===== src/rtl/uart_cfg.sv =====
// Runtime-configurable UART: 5-8 data bits, none/even/odd parity, 1 or 2 stop bits,
// TX/RX FIFOs with toggle handshakes, per-byte RX error status and internal loopback.
module uart_cfg #(
   parameter int FIFO_DEPTH = 64,
   parameter bit TX_ENABLE  = 1'b1,
   parameter bit RX_ENABLE  = 1'b1
) (
   input  logic        clk,
   input  logic        rst,
   input  logic [15:0] baud_div,
   input  logic [1:0]  cfg_data_bits,
   input  logic [1:0]  cfg_parity,
   input  logic        cfg_stop2,
   input  logic        cfg_loopback,
   input  logic        uart_tx_start,
   input  logic [7:0]  uart_tx_data_in,
   output logic        uart_tx_pin,
   output logic        uart_tx_fifo_full,
   output logic        uart_tx_fifo_empty,
   output logic        uart_tx_overflow,
   input  logic        uart_rx_pin,
   input  logic        uart_rx_read,
   output logic        uart_rx_ready,
   output logic [7:0]  uart_rx_byte,
   output logic        uart_rx_parity_err,
   output logic        uart_rx_frame_err,
   output logic        uart_rx_overrun,
   input  logic        err_clear
);

   localparam int AW = $clog2(FIFO_DEPTH);
   localparam logic [AW:0] DEPTH   = (AW+1)'(FIFO_DEPTH);
   localparam logic [AW:0] PTR_ONE = (AW+1)'(1);

   typedef enum logic [2:0] {S_IDLE, S_START, S_DATA, S_PARITY, S_STOP} state_t;

   logic [15:0] div_eff;
   logic [3:0]  nbits_cfg;

   assign div_eff   = (baud_div < 16'd4) ? 16'd4 : baud_div;
   assign nbits_cfg = 4'd5 + {2'b00, cfg_data_bits};

   logic        tx_start_q, tx_event, tx_push, tx_pop, tx_full, tx_fifo_empty;
   logic [7:0]  tx_mem [FIFO_DEPTH];
   logic [AW:0] tx_wr, tx_rd;
   state_t      tx_state, tx_state_n;
   logic [15:0] tx_tmr, tx_div;
   logic [2:0]  tx_bit;
   logic [3:0]  tx_nbits;
   logic        tx_par_en, tx_odd, tx_stop2, tx_stop_cnt, tx_par, tx_line, tx_line_n, tx_ovf;
   logic [7:0]  tx_shift;

   assign tx_event      = TX_ENABLE && (uart_tx_start != tx_start_q);
   assign tx_full       = (tx_wr - tx_rd) == DEPTH;
   assign tx_fifo_empty = tx_wr == tx_rd;
   assign tx_push       = tx_event && (!tx_full || tx_pop);
   assign tx_par        = (^(tx_shift & (8'hFF >> (4'd8 - tx_nbits)))) ^ tx_odd;

   // The line value is registered, so the start bit appears one edge after the FSM leaves IDLE.
   always_comb begin
      tx_state_n = tx_state;
      tx_pop     = 1'b0;
      tx_line_n  = 1'b1;
      case (tx_state)
         S_IDLE:
            if (!tx_fifo_empty) begin
               tx_state_n = S_START;
               tx_pop     = 1'b1;
            end
         S_START: begin
            tx_line_n = 1'b0;
            if (tx_tmr == 16'd0) tx_state_n = S_DATA;
         end
         S_DATA: begin
            tx_line_n = tx_shift[tx_bit];
            if (tx_tmr == 16'd0 && {1'b0, tx_bit} == tx_nbits - 4'd1)
               tx_state_n = tx_par_en ? S_PARITY : S_STOP;
         end
         S_PARITY: begin
            tx_line_n = tx_par;
            if (tx_tmr == 16'd0) tx_state_n = S_STOP;
         end
         S_STOP:
            if (tx_tmr == 16'd0 && (!tx_stop2 || tx_stop_cnt)) begin
               if (!tx_fifo_empty) begin
                  tx_state_n = S_START;
                  tx_pop     = 1'b1;
               end else begin
                  tx_state_n = S_IDLE;
               end
            end
         default: tx_state_n = S_IDLE;
      endcase
   end

   always_ff @(posedge clk) begin
      if (tx_push) tx_mem[tx_wr[AW-1:0]] <= uart_tx_data_in;
   end

   always_ff @(posedge clk) begin
      if (rst) begin
         tx_start_q  <= uart_tx_start;
         tx_wr       <= '0;
         tx_rd       <= '0;
         tx_state    <= S_IDLE;
         tx_tmr      <= 16'd0;
         tx_div      <= 16'd4;
         tx_bit      <= 3'd0;
         tx_nbits    <= 4'd8;
         tx_par_en   <= 1'b0;
         tx_odd      <= 1'b0;
         tx_stop2    <= 1'b0;
         tx_stop_cnt <= 1'b0;
         tx_shift    <= 8'd0;
         tx_line     <= 1'b1;
         tx_ovf      <= 1'b0;
      end else begin
         tx_start_q <= uart_tx_start;
         tx_state   <= tx_state_n;
         tx_line    <= tx_line_n;
         if (tx_push) tx_wr <= tx_wr + PTR_ONE;
         if (tx_pop) begin
            tx_rd     <= tx_rd + PTR_ONE;
            tx_shift  <= tx_mem[tx_rd[AW-1:0]];
            tx_div    <= div_eff;
            tx_nbits  <= nbits_cfg;
            tx_par_en <= ^cfg_parity;
            tx_odd    <= (cfg_parity == 2'b10);
            tx_stop2  <= cfg_stop2;
         end
         if (tx_pop || tx_tmr == 16'd0) tx_tmr <= (tx_pop ? div_eff : tx_div) - 16'd1;
         else                           tx_tmr <= tx_tmr - 16'd1;
         if (tx_pop)                                   tx_bit <= 3'd0;
         else if (tx_state == S_DATA && tx_tmr == 16'd0) tx_bit <= tx_bit + 3'd1;
         if (tx_pop)                                   tx_stop_cnt <= 1'b0;
         else if (tx_state == S_STOP && tx_tmr == 16'd0) tx_stop_cnt <= 1'b1;
         if (err_clear)            tx_ovf <= 1'b0;
         if (tx_event && !tx_push) tx_ovf <= 1'b1;
      end
   end

   logic        rx_read_q, rx_event, rx_s1, rx_s2, rx_src, rx_pop, rx_store, rx_wr_en;
   logic        rx_full, rx_fifo_empty;
   logic [9:0]  rx_mem [FIFO_DEPTH];
   logic [AW:0] rx_wr, rx_rd;
   state_t      rx_state, rx_state_n;
   logic [15:0] rx_tmr, rx_div;
   logic [2:0]  rx_bit;
   logic [3:0]  rx_nbits;
   logic        rx_par_en, rx_odd, rx_perr, rx_ovf;
   logic [7:0]  rx_data;

   assign rx_src        = cfg_loopback ? tx_line : uart_rx_pin;
   assign rx_event      = RX_ENABLE && (uart_rx_read != rx_read_q);
   assign rx_full       = (rx_wr - rx_rd) == DEPTH;
   assign rx_fifo_empty = rx_wr == rx_rd;
   assign rx_pop        = rx_event && !rx_fifo_empty;
   assign rx_wr_en      = RX_ENABLE && rx_store && (!rx_full || rx_pop);

   // START re-checks the line at mid-bit so a short glitch is rejected without storing anything.
   always_comb begin
      rx_state_n = rx_state;
      rx_store   = 1'b0;
      case (rx_state)
         S_IDLE:   if (!rx_s2) rx_state_n = S_START;
         S_START:  if (rx_tmr == 16'd0) rx_state_n = rx_s2 ? S_IDLE : S_DATA;
         S_DATA:
            if (rx_tmr == 16'd0 && {1'b0, rx_bit} == rx_nbits - 4'd1)
               rx_state_n = rx_par_en ? S_PARITY : S_STOP;
         S_PARITY: if (rx_tmr == 16'd0) rx_state_n = S_STOP;
         S_STOP:
            if (rx_tmr == 16'd0) begin
               rx_state_n = S_IDLE;
               rx_store   = 1'b1;
            end
         default:  rx_state_n = S_IDLE;
      endcase
   end

   always_ff @(posedge clk) begin
      if (rx_wr_en) rx_mem[rx_wr[AW-1:0]] <= {~rx_s2, rx_perr, rx_data};
   end

   always_ff @(posedge clk) begin
      if (rst) begin
         rx_read_q          <= uart_rx_read;
         rx_s1              <= 1'b1;
         rx_s2              <= 1'b1;
         rx_wr              <= '0;
         rx_rd              <= '0;
         rx_state           <= S_IDLE;
         rx_tmr             <= 16'd0;
         rx_div             <= 16'd4;
         rx_bit             <= 3'd0;
         rx_nbits           <= 4'd8;
         rx_par_en          <= 1'b0;
         rx_odd             <= 1'b0;
         rx_perr            <= 1'b0;
         rx_data            <= 8'd0;
         rx_ovf             <= 1'b0;
         uart_rx_byte       <= 8'd0;
         uart_rx_parity_err <= 1'b0;
         uart_rx_frame_err  <= 1'b0;
      end else begin
         rx_read_q <= uart_rx_read;
         rx_s1     <= rx_src;
         rx_s2     <= rx_s1;
         rx_state  <= rx_state_n;
         if (rx_state == S_IDLE) begin
            rx_tmr    <= (div_eff >> 1) - 16'd1;
            rx_bit    <= 3'd0;
            rx_data   <= 8'd0;
            rx_perr   <= 1'b0;
            rx_div    <= div_eff;
            rx_nbits  <= nbits_cfg;
            rx_par_en <= ^cfg_parity;
            rx_odd    <= (cfg_parity == 2'b10);
         end else if (rx_tmr == 16'd0) begin
            rx_tmr <= rx_div - 16'd1;
         end else begin
            rx_tmr <= rx_tmr - 16'd1;
         end
         if (rx_state == S_DATA && rx_tmr == 16'd0) begin
            rx_data[rx_bit] <= rx_s2;
            rx_bit          <= rx_bit + 3'd1;
         end
         if (rx_state == S_PARITY && rx_tmr == 16'd0) rx_perr <= rx_s2 ^ (^rx_data) ^ rx_odd;
         if (rx_wr_en) rx_wr <= rx_wr + PTR_ONE;
         if (rx_pop) begin
            rx_rd              <= rx_rd + PTR_ONE;
            uart_rx_byte       <= rx_mem[rx_rd[AW-1:0]][7:0];
            uart_rx_parity_err <= rx_mem[rx_rd[AW-1:0]][8];
            uart_rx_frame_err  <= rx_mem[rx_rd[AW-1:0]][9];
         end else if (rx_event) begin
            uart_rx_byte       <= 8'd0;
            uart_rx_parity_err <= 1'b0;
            uart_rx_frame_err  <= 1'b0;
         end
         if (err_clear)                        rx_ovf <= 1'b0;
         if (RX_ENABLE && rx_store && !rx_wr_en) rx_ovf <= 1'b1;
      end
   end

   assign uart_tx_pin        = (TX_ENABLE && !cfg_loopback) ? tx_line : 1'b1;
   assign uart_tx_fifo_full  = TX_ENABLE && tx_full;
   assign uart_tx_fifo_empty = !TX_ENABLE || (tx_fifo_empty && tx_state == S_IDLE);
   assign uart_tx_overflow   = tx_ovf;
   assign uart_rx_ready      = RX_ENABLE && !rx_fifo_empty;
   assign uart_rx_overrun    = rx_ovf;

endmodule


===== config.mk =====
export PLATFORM = sky130hd
export DESIGN_NAME = uart_cfg
export DESIGN_NICKNAME = d
export VERILOG_FILES = /design/src/rtl/uart_cfg.sv
export SDC_FILE = /design/constraint.sdc
export NUM_CORES = 1
export LEC_CHECK = 0
export CELL_PAD_IN_SITES_DETAIL_PLACEMENT = 0
export CELL_PAD_IN_SITES_GLOBAL_PLACEMENT = 2
export CORE_MARGIN = 2
export CORE_UTILIZATION = 40
export DETAILED_ROUTE_END_ITERATION = 7
export PLACE_DENSITY_LB_ADDON = 0.1
export SETUP_SLACK_MARGIN = 0.2
export SYNTH_ARGS = -nofsm -noshare
export SYNTH_HDL_FRONTEND = slang
export SYNTH_SLANG_ARGS = --single-unit

===== constraint.sdc =====
create_clock -name clk -period 8 [get_ports clk]
set_input_delay 1.2 -clock clk [delete_from_list [all_inputs] [get_ports clk]]
set_output_delay 1.2 -clock clk [all_outputs]
set_load 0.01 [all_outputs]

# Yosys cells after proc, flatten, opt, wreduce, memory -nomap -nowiden
# Memory sizes are Yosys's and may differ from the RTL's. A register that Yosys moved wholly into a read port is not among the register bits.
# Index checks and enable logic that the tools add are counted.
dict set report totals {
  regBits 144
  mem_bits_rw 1152
  in_bits 36
  word_cells 182
  mem_count 2
}
# name words width rd rd_ports_with_merged_regs write_ports line
set memory_table {}
lappend memory_table {rx_mem 64 10 1 1 1 144} ;# logic [9:0] rx_mem [FIFO_DEPTH];
lappend memory_table {tx_mem 64 8 1 1 1 44} ;# logic [7:0] tx_mem [FIFO_DEPTH];
dict set report op_classes {
  add_sub_neg 17
  n_lt_le_gt_ge 4
  eq_ne 27
  n_shift 1
  mux 55
  bitwise 5
  n_reduce_logical 39
}
# op n
set op_table {}
lappend op_table {{2-to-1 mux 16 bit} 5}
lappend op_table {{subtractor 16 x 1 -> 16 bit (second input constant)} 4}
lappend op_table {{2-to-1 mux 3 bit} 14}
lappend op_table {{2-to-1 mux 8 bit} 5}
lappend op_table {{logical NOT 16 bit} 2}
lappend op_table {{case mux 3 bit (5 select lines)} 2}
lappend op_table {{adder 7 x 1 -> 7 bit (second input constant)} 4}
lappend op_table {{2-to-1 mux 1 bit} 21}
lappend op_table {{inequality test 2 bit (second input constant)} 10}
lappend op_table {{less-than comparator 16 x 3 -> 1 bit (second input constant)} 1}
lappend op_table {{XOR reduction 8 bit} 2}
lappend op_table {{subtractor 15 x 1 -> 16 bit (second input constant)} 1}
lappend op_table {{equality test 7 bit} 2}
lappend op_table {{equality test 7 bit (second input constant)} 2}
lappend op_table {{logical AND 1 bit} 14}
lappend op_table {{subtractor 7 bit} 2}
lappend op_table {{equality test 3 x 2 -> 1 bit (second input constant)} 4}
lappend op_table {{2-to-1 mux 6 bit} 2}
lappend op_table {{AND reduction 5 bit} 2}
lappend op_table {{nonzero test 2 bit} 5}
lappend op_table {{bitwise AND 8 bit} 1}
lappend op_table {{bitwise mux 8 bit} 1}
lappend op_table {{equality test 3 x 4 -> 1 bit} 2}
lappend op_table {{less-than comparator 3 x 4 -> 1 bit (second input constant)} 2}
lappend op_table {{other kinds (22)} 38}

# Depth between registers and ports, before layout
dict set report depth {
  depth_word 10
  ltp_mapped 15
}

# Worst setup path before layout
# OpenSTA, ideal clock, no wires.
dict set report synth_path {
  kind {flip-flop to flip-flop}
  from {reg tx_rd[1]}
  to {reg tx_tmr[12]}
  arrival_time_ps 3531
  t_required_ps 7871
  setup_slack_ps 4340
  stages_incl_launch_ff 16
  cell_sequence {dfxtp_1 > clkbuf_1 > clkbuf_1 > clkbuf_1 > inv_1 > ha_1 > nand2_1 > or3_4 > a21o_1 > buf_6 > o221ai_2 > ha_1 > nor3b_1 > nor3b_2 > a21o_1 > a21oi_1}
}
dict set report synth_via {
  elab_chain_len 7
  word_cells_on_any_way 8
  classes_between {add/sub: 1; eq/ne: 1; mux: 5; reduce/logical: 1}
}
# element line
set synth_rtl {}
lappend synth_rtl {{from (decl)} 45} ;# logic [AW:0] tx_wr, tx_rd;
lappend synth_rtl {{from (signal assigned)} 123} ;# tx_rd <= tx_rd + PTR_ONE;
lappend synth_rtl {{equality test 7 bit *} 55} ;# assign tx_fifo_empty = tx_wr == tx_rd;
lappend synth_rtl {{2-to-1 mux 1 bit *} {66, 85}}
lappend synth_rtl {{2-to-1 mux 1 bit} 84} ;# if (tx_tmr == 16'd0 && (!tx_stop2 || tx_stop_cnt)) begin
lappend synth_rtl {{case mux 1 bit (2 select lines) *} 64} ;# case (tx_state)
lappend synth_rtl {{2-to-1 mux 16 bit} n/a}
lappend synth_rtl {{subtractor 16 x 1 -> 16 bit} 131} ;# if (tx_pop || tx_tmr == 16'd0) tx_tmr <= (tx_pop ? div_eff : tx_div) - 16'd1;
lappend synth_rtl {{2-to-1 mux 16 bit *} 131}
lappend synth_rtl {{to (signal assigned)} 131}
lappend synth_rtl {{to (signal assigned)} 132} ;# else tx_tmr <= tx_tmr - 16'd1;
lappend synth_rtl {{to (decl)} 47} ;# logic [15:0] tx_tmr, tx_div;
# Every way passes the cells marked *; elsewhere a longest branch is shown, timed or not.
# A chain may end at the register's enable or synchronous reset.

# Final worst setup path
dict set report layout_path {
  from {reg tx_rd[1]}
  to {out uart_tx_fifo_empty}
}
dict set report layout_via {
  elab_chain_len 2
}
# element line
set layout_rtl {}
lappend layout_rtl {{equality test 7 bit} 55}
lappend layout_rtl {{logical AND 1 bit} 246} ;# assign uart_tx_fifo_empty = !TX_ENABLE || (tx_fifo_empty && tx_state == S_IDLE);
lappend layout_rtl {{to (decl)} 19} ;# output logic uart_tx_fifo_empty,
# Every way passes these cells.

==> metrics.md <==
| Metric | Value |
|---|---|
| I/O pin count | `52` |
| FF-to-FF Start | `tx_rd[1]$_SDFFE_PP0N_` |
| CP Capture Type | `output port` |
| Drt wl/cell | `27.5 µm` |
| Count leader, synth | `edfxtp_1` |
| CTS clk-pin slew, worst paths | `60 ps` |
| Core area | `0.129 mm²` |
| Drt first pass iters | `5` |
| GRT overflow | `0` |
| Hold wc startpoint | `rx_s1$_SDFF_PP1_` |
| Register area share after synthesis | `72.3%` |
| Number of global-route vias before repair | `26900` |
| Port Buffers | `51` |
| First-pass GRT wire length | `191000 µm` |
| Nets | `2912` |
| Syn nets | `2843` |
| Synth top area share | `66.2%` |
| Drt total wl | `129000 µm` |
| Rows | `132` |
| Worst skew pair latency | `750 ps` |
| Tot Pwr | `16.5 mW` |
| HPWL after detailed placement | `78400 µm` |
| Horiz. Die Dim | `365 µm` |
| WP data required | `6800 ps` |
| EDFF count, synth | `1152` |
| Initial DRC Count | `2215` |
| Chip height | `365 µm` |
| WHS Path Cells | `1` |
| IR drop worst, VDD | `0.187 mV` |
| Worst reg2reg setup slack | `3340 ps` |
| Final setup viols | `0` |
| Min-Delay Path Class | `register to register` |
| Hold EP | `rx_s2$_SDFF_PP1_` |
| Share of layout cells above drive strength 1 | `23.1%` |
| Initial antenna violation count | `0` |
| Minimum clock period | `4890 ps` |
| Deepest clock path buffer count | `3` |
| Fin crit share | `61.2%` |
| Worst slew pin tran | `1170 ps` |
| Worst Skew | `25.3 ps` |
| Synth cell types | `83` |
| DR WL met3 | `5520 µm` |
| Die area | `0.133 mm²` |
| RSZ-0062 raised after global routing | `false` |
| Post-synth top cells | `1152 x edfxtp_1, 368 x mux4_2, 226 x nor2_1` |
| Post-Synthesis Cell Area | `0.0522 mm²` |
| Cts repair resizes | `0` |
| Worst Path Arrival | `3690 ps` |
| Largest net degree at the start of global routing | `136` |
| Leakage power | `18.2 nW` |
| Via Count | `26000` |
| Max-cap violations | `0` |
| All-Layer GR Usage | `19.7%` |
| Routed wl met2 | `64200 µm` |
| Post-route ant nets | `0` |
| Via/cell ratio | `5.53` |
| Final Max Slew Viols | `0` |
| CTS tree | `yes` |
| DR top layer | `met4` |
| Area contributors post-synth | `edfxtp_1 66%, mux4_2 16%, dfxtp_1 6.1%, nor2_1 1.6%, a21oi_1 1.0%` |
| Syn-to-layout area delta | `13.6%` |
| FF-to-FF End | `tx_mem[42][0]$_DFFE_PP_` |
| Final TNS setup | `0 ps` |
| Final Hold Vio Count | `0` |
| Fin Hold WS | `407 ps` |
| Initial core utilization | `40.3%` |
| Upper clock frequency limit | `204 MHz` |
| Top_reg_cell synth | `edfxtp_1` |
| DRC Markers | `0` |
| Final Wtd Congestion | `0.800` |
| CTS Sinks | `1310` |
| Antenna cells | `0` |
| H-tree levels | `4` |
| Root Buffer | `clkbuf_16` |
| Met1 WL | `57000 µm` |
| Gate count after technology mapping | `2780` |
| CP Max Fanout | `69` |
| #FFs+latches synth | `1310` |
| Status | `completed` |
| Post-Syn Area per Cell | `18.8 µm²` |
| Worst Reg-to-Reg Cells | `9` |
| Hold Buf Count CTS | `0` |
| Crit path launch type | `register` |
| Most area-hungry cell type in the Yosys netlist | `edfxtp_1` |
| Setup Crit Path Kind | `register to output port` |
| Slew Limit Headroom | `21.6%` |
| Postcts setup bufs | `0` |
| Number of buffers created by CTS | `145` |
| Post-synth ARST share | `0%` |
| Pwr Density | `279 mW/mm²` |
| Synth warn | `0` |
==> cell families after synthesis <==
logic type / after synthesis / synth area share, %
simple gates: 532 / 4.88
buf+inv: 205 / 1.61
compound gates: 247 / 3.14
mux: 388 / 16.3
flops: 1310 / 72.3
fa+ha+maj: 27 / 0.647
xor+xnor: 71 / 1.19
==> report_power, final <==
group / switching (mW) / total (mW) / internal (mW)
Clock: 2.70 / 6.64 / 3.95
Sequential: 0.203 / 7.72 / 7.52
Combinational: 1.18 / 2.18 / 0.994
Total: 4.08 / 16.5 / 12.5
==> layout by cell type, fill, tap and decap left out, types with 26 or more instances in the layout <==
cell             count
a21oi_1            105
buf_4               37
clkbuf_1            28
clkbuf_16          150
clkdlybuf4s50_1     42
clkinv_2            26
dfxtp_1            143
edfxtp_1          1152
ha_1                27
inv_1               42
mux4_2             368
nand2_1            116
nand3_1             40
nor2_1             226
o21ai_0             33
xnor2_1             45
xor2_1              26
==> worst max-delay path, cell delays in order (launching register included) <==
cell	delay, ps
dfxtp_4	1020
inv_1	110
ha_1	330
nand2_1	130
or3_4	510
and2b_2	290
clkdlybuf4s50_1	550
==> flip-flops by register name (all words and copies together), names as in the netlist, 4 cells and up, named ones only <==
signal and cells:
tx_tmr 16, rx_wr 7, tx_shift 8, rx_div 16, uart_rx_byte 8, rx_data 8, rx_nbits 4, rx_rd 7
tx_mem 512, rx_tmr 16, tx_wr 7, tx_div 16, tx_rd 7, rx_mem 640, tx_nbits 4
==> through the flow <==
| stage | utilization (%) | area [µm²] | setup WS [ps] | cells |
|---|---|---|---|---|
| detailed placement | 42.1 | 54500 | 2510 | 4444 |
| global route | 45.8 | 59300 | 2890 | 4708 |
| finish | 45.8 | 59300 | 3110 | 4708 |
| CTS | 45.8 | 59300 | 2990 | 4708 |
| floorplan | - | 52200 | 4340 | 2780 |
| global placement | 42.1 | 54500 | 2590 | 4444 |
==> layout make-up <==
type	count	area (µm²)
Clock buffer	186	3970
Clock inverter	78	826
Fill cell	11000	70200
Inverter	45	170
Multi-Input combinational cell	1265	13600
Sequential cell	1310	37800
Tap cell	1742	2180
Timing Repair Buffer	82	743
==> layer usage <==
| layer | track usage (%) | vias up |
|---|---|---|
| met5 | 0 | - |
| met4 | 4.91 | 0 |
| met3 | 3.22 | 174 |
| met2 | 32.8 | 689 |
| met1 | 27.2 | 13800 |
| li1 | - | 11400 |
==> how the worst max path moves through the flow <==
stage                                     start                       to  slack (ps)
after floorplan           tx_rd[1]$_SDFFE_PP0N_    tx_tmr[12]$_SDFF_PP0_        4340
after global placement             uart_rx_read  rx_mem[35][2]$_DFFE_PP_        2590
after detailed placement           uart_rx_read  rx_mem[51][6]$_DFFE_PP_        2510
after CTS                 tx_rd[1]$_SDFFE_PP0N_       uart_tx_fifo_empty        2990
after global routing      tx_rd[1]$_SDFFE_PP0N_       uart_tx_fifo_empty        2890
final                     tx_rd[1]$_SDFFE_PP0N_       uart_tx_fifo_empty        3110
Note: power is estimated with default switching activity, not from simulation.
==> variant 1, RTL diff (same flow settings) <==
The parameter `RX_ENABLE` goes from 1'b1 to 1'b0.
--- a/src/rtl/uart_cfg.sv
+++ b/src/rtl/uart_cfg.sv
@@ -4,5 +4,5 @@
    parameter int FIFO_DEPTH = 64,
    parameter bit TX_ENABLE  = 1'b1,
-   parameter bit RX_ENABLE  = 1'b1
+   parameter bit RX_ENABLE  = 1'b0
 ) (
    input  logic        clk,
Formal check against the unedited RTL: no difference found for any inputs over 4 cycles, from zero or initial values and one cycle with rst high; that may be too few to reach the edited logic, so the function may still have changed.
==> variant 1 against the original RTL <==
  * Sequential cell count shrank 727
  * Global-route usage shrank 1.3 points
  * Count of clock-buffer cells in the layout shrank 105
  * Setup slack lost 0.45 ns
  * Area after synthesis shrank 55%
  * Routed wire length shrank 58%
  * Synthesized cell count shrank 53%
  * Design area shrank 55%
  * Power shrank 50%
  * Critical endpoint is now tx_mem[42][2]$_DFFE_PP_
  * Largest cell class unchanged
  * Largest power group unchanged
==> variant 1: results (changes against the original RTL) <==
leakage_nw: 8.21  # -55%
route.vias.total: 11675  # -55%
yosys-top-cells-count: "edfxtp_1, mux4_2, nor2_1, dfxtp_1, a21oi_1"
worstHoldPathType: "flip-flop to flip-flop"
htree_levels: 2  # -2
fin_nets: 1405  # -52%
post_cts_buffers: 0  # unchanged
grt_first_pass_wirelength_um: 81000  # -58%
fillers: 5050  # -54%
outcome: "finished clean"
worst_ir_drop_vdd_mv: 0.176  # -5.8%
relSlewSlack: 0.206  # -0.0101
drive_gt1_frac: 0.209  # -0.0224
placed_cell_area_um2: 24700  # -55%
dp_hpwl_um: 32400  # -59%
wl_um: 54200  # -58%
crit_type: "flip-flop to flip-flop"
numPortBuffers: 37  # -27%
grt_max_degree: 71  # -48%
grt_use_total: 0.184  # -0.0134
cp.arrival_ns: 5.61  # +1.92 ns
yosysWarnings: 0  # unchanged
gp_congestion: 0.742  # -7.3%
num_antenna_cells: 0  # unchanged
critPathMaxFanout: 35  # -49%
synth_seq_area_share: 0.713  # -0.00957
cts_made_buffers: 61  # -58%
largest_reg_flops: 512  # -20%
synthTopCellsByArea: "edfxtp_1, mux4_2, dfxtp_1"
finalClockSkew_ns: 0.0248  # -0.000494 ns
clock_latency_ns: 0.64  # -0.11 ns
synth_edf_count: 512  # -56%
drtIter0Drc: 837  # -62%
synthDistinctLibCells: 62  # -25%
-- variant 1: worst paths after layout --
| check | cells past startpoint | slack (ns) | startpoint | endpoint |
|---|---|---|---|---|
| setup / recovery | 9 | 2.65 | tx_rd[2]$_SDFFE_PP0N_ | tx_mem[42][2]$_DFFE_PP_ |
| setup reg to reg | 9 | 2.65 | tx_rd[2]$_SDFFE_PP0N_ | tx_mem[42][2]$_DFFE_PP_ |
| hold / removal | 2 | 0.46 | tx_div[10]$_SDFF_PP0_ | tx_div[10]$_SDFF_PP0_ |
| hold reg to reg | 2 | 0.46 | tx_div[10]$_SDFF_PP0_ | tx_div[10]$_SDFF_PP0_ |
-- variant 1: per-stage QoR --
stage / std cells / worst slack [ns] / power (mW) / hold WS, ns
finish: 2165 / 2.65 / 8.19 / 0.459
global route: 2165 / 2.23 / 8.60 / 0.479
CTS: 2165 / 2.51 / 8.31 / 0.458
detailed placement: 2055 / 2.55 / 5.67 / 0.450
global placement: 2055 / 2.65 / 5.66 / 0.447
floorplan: 1315 / 4.16 / 5.05 / 0.436
-- variant 1: where the power goes --
group | switching [mW] | internal, mW
registers | 0.164 | 3.43
logic | 1.08 | 0.890
clock network | 1.16 | 1.47
-- variant 1: cell families (layout without fill, tap and decap cells) --
family / Yosys count / count (layout) / share of synthesized area
compound gates: 122 / 122 / 0.0338
xor+xnor: 35 / 35 / 0.0133
fa+ha+maj: 16 / 16 / 0.00850
buf+inv: 100 / 185 / 0.0182
flops: 583 / 583 / 0.713
mux: 166 / 166 / 0.157
other cells: 1 / 12 / 0.000159
simple gates: 281 / 281 / 0.0561
-- variant 1: cell type report --
class	count	area, µm²	share of cell area
Sequential cell	583	16800	0.634
Multi-Input combinational cell	632	6370	0.240
Clock buffer	81	1600	0.0604
Tap cell	765	957	0.0361
Timing Repair Buffer	56	468	0.0177
Clock inverter	29	234	0.00883
Inverter	19	71.3	0.00269
-- variant 1: routing by layer --
metal  wire length [µm]  GRT usage  up-vias
li1                   -          -     5289
met1              23900      0.253     6119
met2              27100      0.306      192
met3               2020     0.0270       75
met4               1220     0.0510        0
met5                  0          0        -
-- variant 1: critical path, cell delays in order (launching register included) --
cell and delay [ns]:
dfxtp_2 1.03, inv_1 0.21, ha_1 0.38, nand3_1 0.23
o311ai_4 0.24, or2_2 0.38, a21boi_1 0.50, nor2b_1 0.32
nand3_1 0.73, nor2_1 0.96
==> variant 2, RTL diff (config.mk and constraints unchanged) <==
Without the edit above. Re-encode `state_t` (5 states) as one-hot, 5 bits wide.
--- a/src/rtl/uart_cfg.sv
+++ b/src/rtl/uart_cfg.sv
@@ -33,5 +33,5 @@
    localparam logic [AW:0] PTR_ONE = (AW+1)'(1);
 
-   typedef enum logic [2:0] {S_IDLE, S_START, S_DATA, S_PARITY, S_STOP} state_t;
+   typedef enum logic [4:0] {S_IDLE = 5'b00001, S_START = 5'b00010, S_DATA = 5'b00100, S_PARITY = 5'b01000, S_STOP = 5'b10000} state_t;
 
    logic [15:0] div_eff;
Function: no difference found for any inputs over 4 cycles, from zero or initial values and one cycle with rst high; so few cycles prove little.
==> variant 2 against the original RTL <==
  * Non-clock buffer count is 2 lower
  * Fmax is 22% lower
  * Power is 0.22% higher
  * Routed wire length is 5.1% higher
  * Sequential cell count is 4 higher
  * Setup slack worse by 1.3 ns
  * Area after synthesis is 0.56% higher
  * Design area is 0.13% higher
==> variant 2: results (changes against the original RTL) <==
r2r_slack_ns: 2.38  # -0.96 ns
post_cts_buffers: 0  # unchanged
worst_ir_drop_vdd_mv: 0.199  # +6.7%
r2r-end: "tx_mem[30][3]$_DFFE_PP_"
dr.pass1.iters: 5  # unchanged
grt_max_degree: 131  # -3.7%
drtIter0Drc: 2927  # +32%
tightestPinTransition_ns: 1.16  # -0.00855 ns
post_cts_resized: 0  # unchanged
ys.flop_type: "edfxtp_1"
grt_first_pass_wirelength_um: 201000  # +5.1%
drive_gt1_frac: 0.202  # -0.0294
rr_worst_depth: 9  # unchanged
fillers: 11038  # +0.69%
synthMuxAreaShare: 0.154  # -0.00864
placed_cell_area_um2: 54800  # +0.54%
finalClockSkew_ns: 0.0316  # +0.00630 ns
synth_nets: 2979  # +4.8%
wl_um: 136000  # +5.1%
drc: 0  # unchanged
synth_edf_count: 1152  # unchanged
vias_per_cell: 5.74  # +3.7%
htree_levels: 4  # unchanged
slowest_delay_ns: 1.02  # about the same
setup.worst_path.end: "uart_tx_fifo_full"
antenna_found_initial: 5  # +5
leakage_nw: 18.2  # about the same
synthTopCellsByArea: "edfxtp_1, mux4_2, dfxtp_1"
grt_pass1_vias: 27892  # +3.5%
cts_made_buffers: 143  # -1.4%
dp_hpwl_um: 83200  # +6.2%
synthDistinctLibCells: 82  # -1.2%
cp.arrival_ns: 5.04  # +1.35 ns
gp_congestion: 0.852  # +6.5%
synth_seq_area_share: 0.720  # -0.00249
synth_xor_xnor_area_share: 0.0115  # -0.000400
synth_adder_area_share: 0.00643  # -0.0000359
cts_max_path_buffers: 3  # unchanged
crit_slowest_cell: "dfxtp_1"
worstReg2RegStart: "tx_rd[2]$_SDFFE_PP0N_"
crit_family: "buffers and inverters"
clock_latency_ns: 0.76
grt_use_total: 0.203  # +0.00557
outcome: "finished clean"
critPathMaxFanout: 21  # -70%
synth_compound_gate_area_share: 0.0389  # +0.00757
yosys-top-cells-count: "edfxtp_1, mux4_2, nor2_1, dfxtp_1, a21oi_1"
-- variant 2: final cells by class --
type	count	area (µm²)	area share
antenna	2	5.00	0.0000843
clock buffer	181	3840	0.0646
clock inverter	77	737	0.0124
inverter	32	121	0.00204
multi-input combinational	1402	13900	0.234
sequential	1314	37900	0.638
tap	1742	2180	0.0367
timing repair buffer	80	734	0.0124
-- variant 2: cells by family after synthesis --
family                   after synthesis
flip-flops                          1314
AND/OR/NAND/NOR                      595
multiplexers                         402
AO/OA/AOI/OAI                        309
buffers and inverters                200
XOR/XNOR                              69
adder cells (fa/ha/maj)               27
-- variant 2: routing by layer --
metal	track usage	share of wire
met1	0.309	0.48
met2	0.305	0.45
met3	0.0356	0.052
met4	0.0458	0.017
met5	0	0.00020
-- variant 2: where the power goes --
group / total (mW) / internal [mW] / switching [mW]
registers: 7.75 / 7.58 / 0.164
clock network: 6.44 / 3.73 / 2.71
logic: 2.39 / 0.975 / 1.41
total: 16.6 / 12.3 / 4.29
-- variant 2: worst min path at each step --
stage,start,to,slack [ns],cells after the start
2_1_floorplan,rx_s1$_SDFF_PP1_,rx_s2$_SDFF_PP1_,0.39,1
3_3_place_gp,rx_s1$_SDFF_PP1_,rx_s2$_SDFF_PP1_,0.40,1
3_5_place_dp,rx_s1$_SDFF_PP1_,rx_s2$_SDFF_PP1_,0.41,1
4_1_cts,rx_s1$_SDFF_PP1_,rx_s2$_SDFF_PP1_,0.43,1
5_1_grt,rx_s1$_SDFF_PP1_,rx_s2$_SDFF_PP1_,0.44,1
6_report,rx_s1$_SDFF_PP1_,rx_s2$_SDFF_PP1_,0.42,1
-- variant 2: metrics by stage --
step / hold WS [ns] / cells / power [mW] / utilization / worst slack (ns)
3_3_place_gp: 0.404 / 4570 / 10.3 / 0.422 / 2.17
5_1_grt: 0.444 / 4828 / 17.3 / 0.457 / 1.47
4_1_cts: 0.426 / 4828 / 16.8 / 0.457 / 1.58
2_1_floorplan: 0.389 / 2916 / 9.60 / - / 4.00
6_report: 0.425 / 4830 / 16.6 / 0.457 / 1.76
3_5_place_dp: 0.405 / 4570 / 10.3 / 0.422 / 2.05
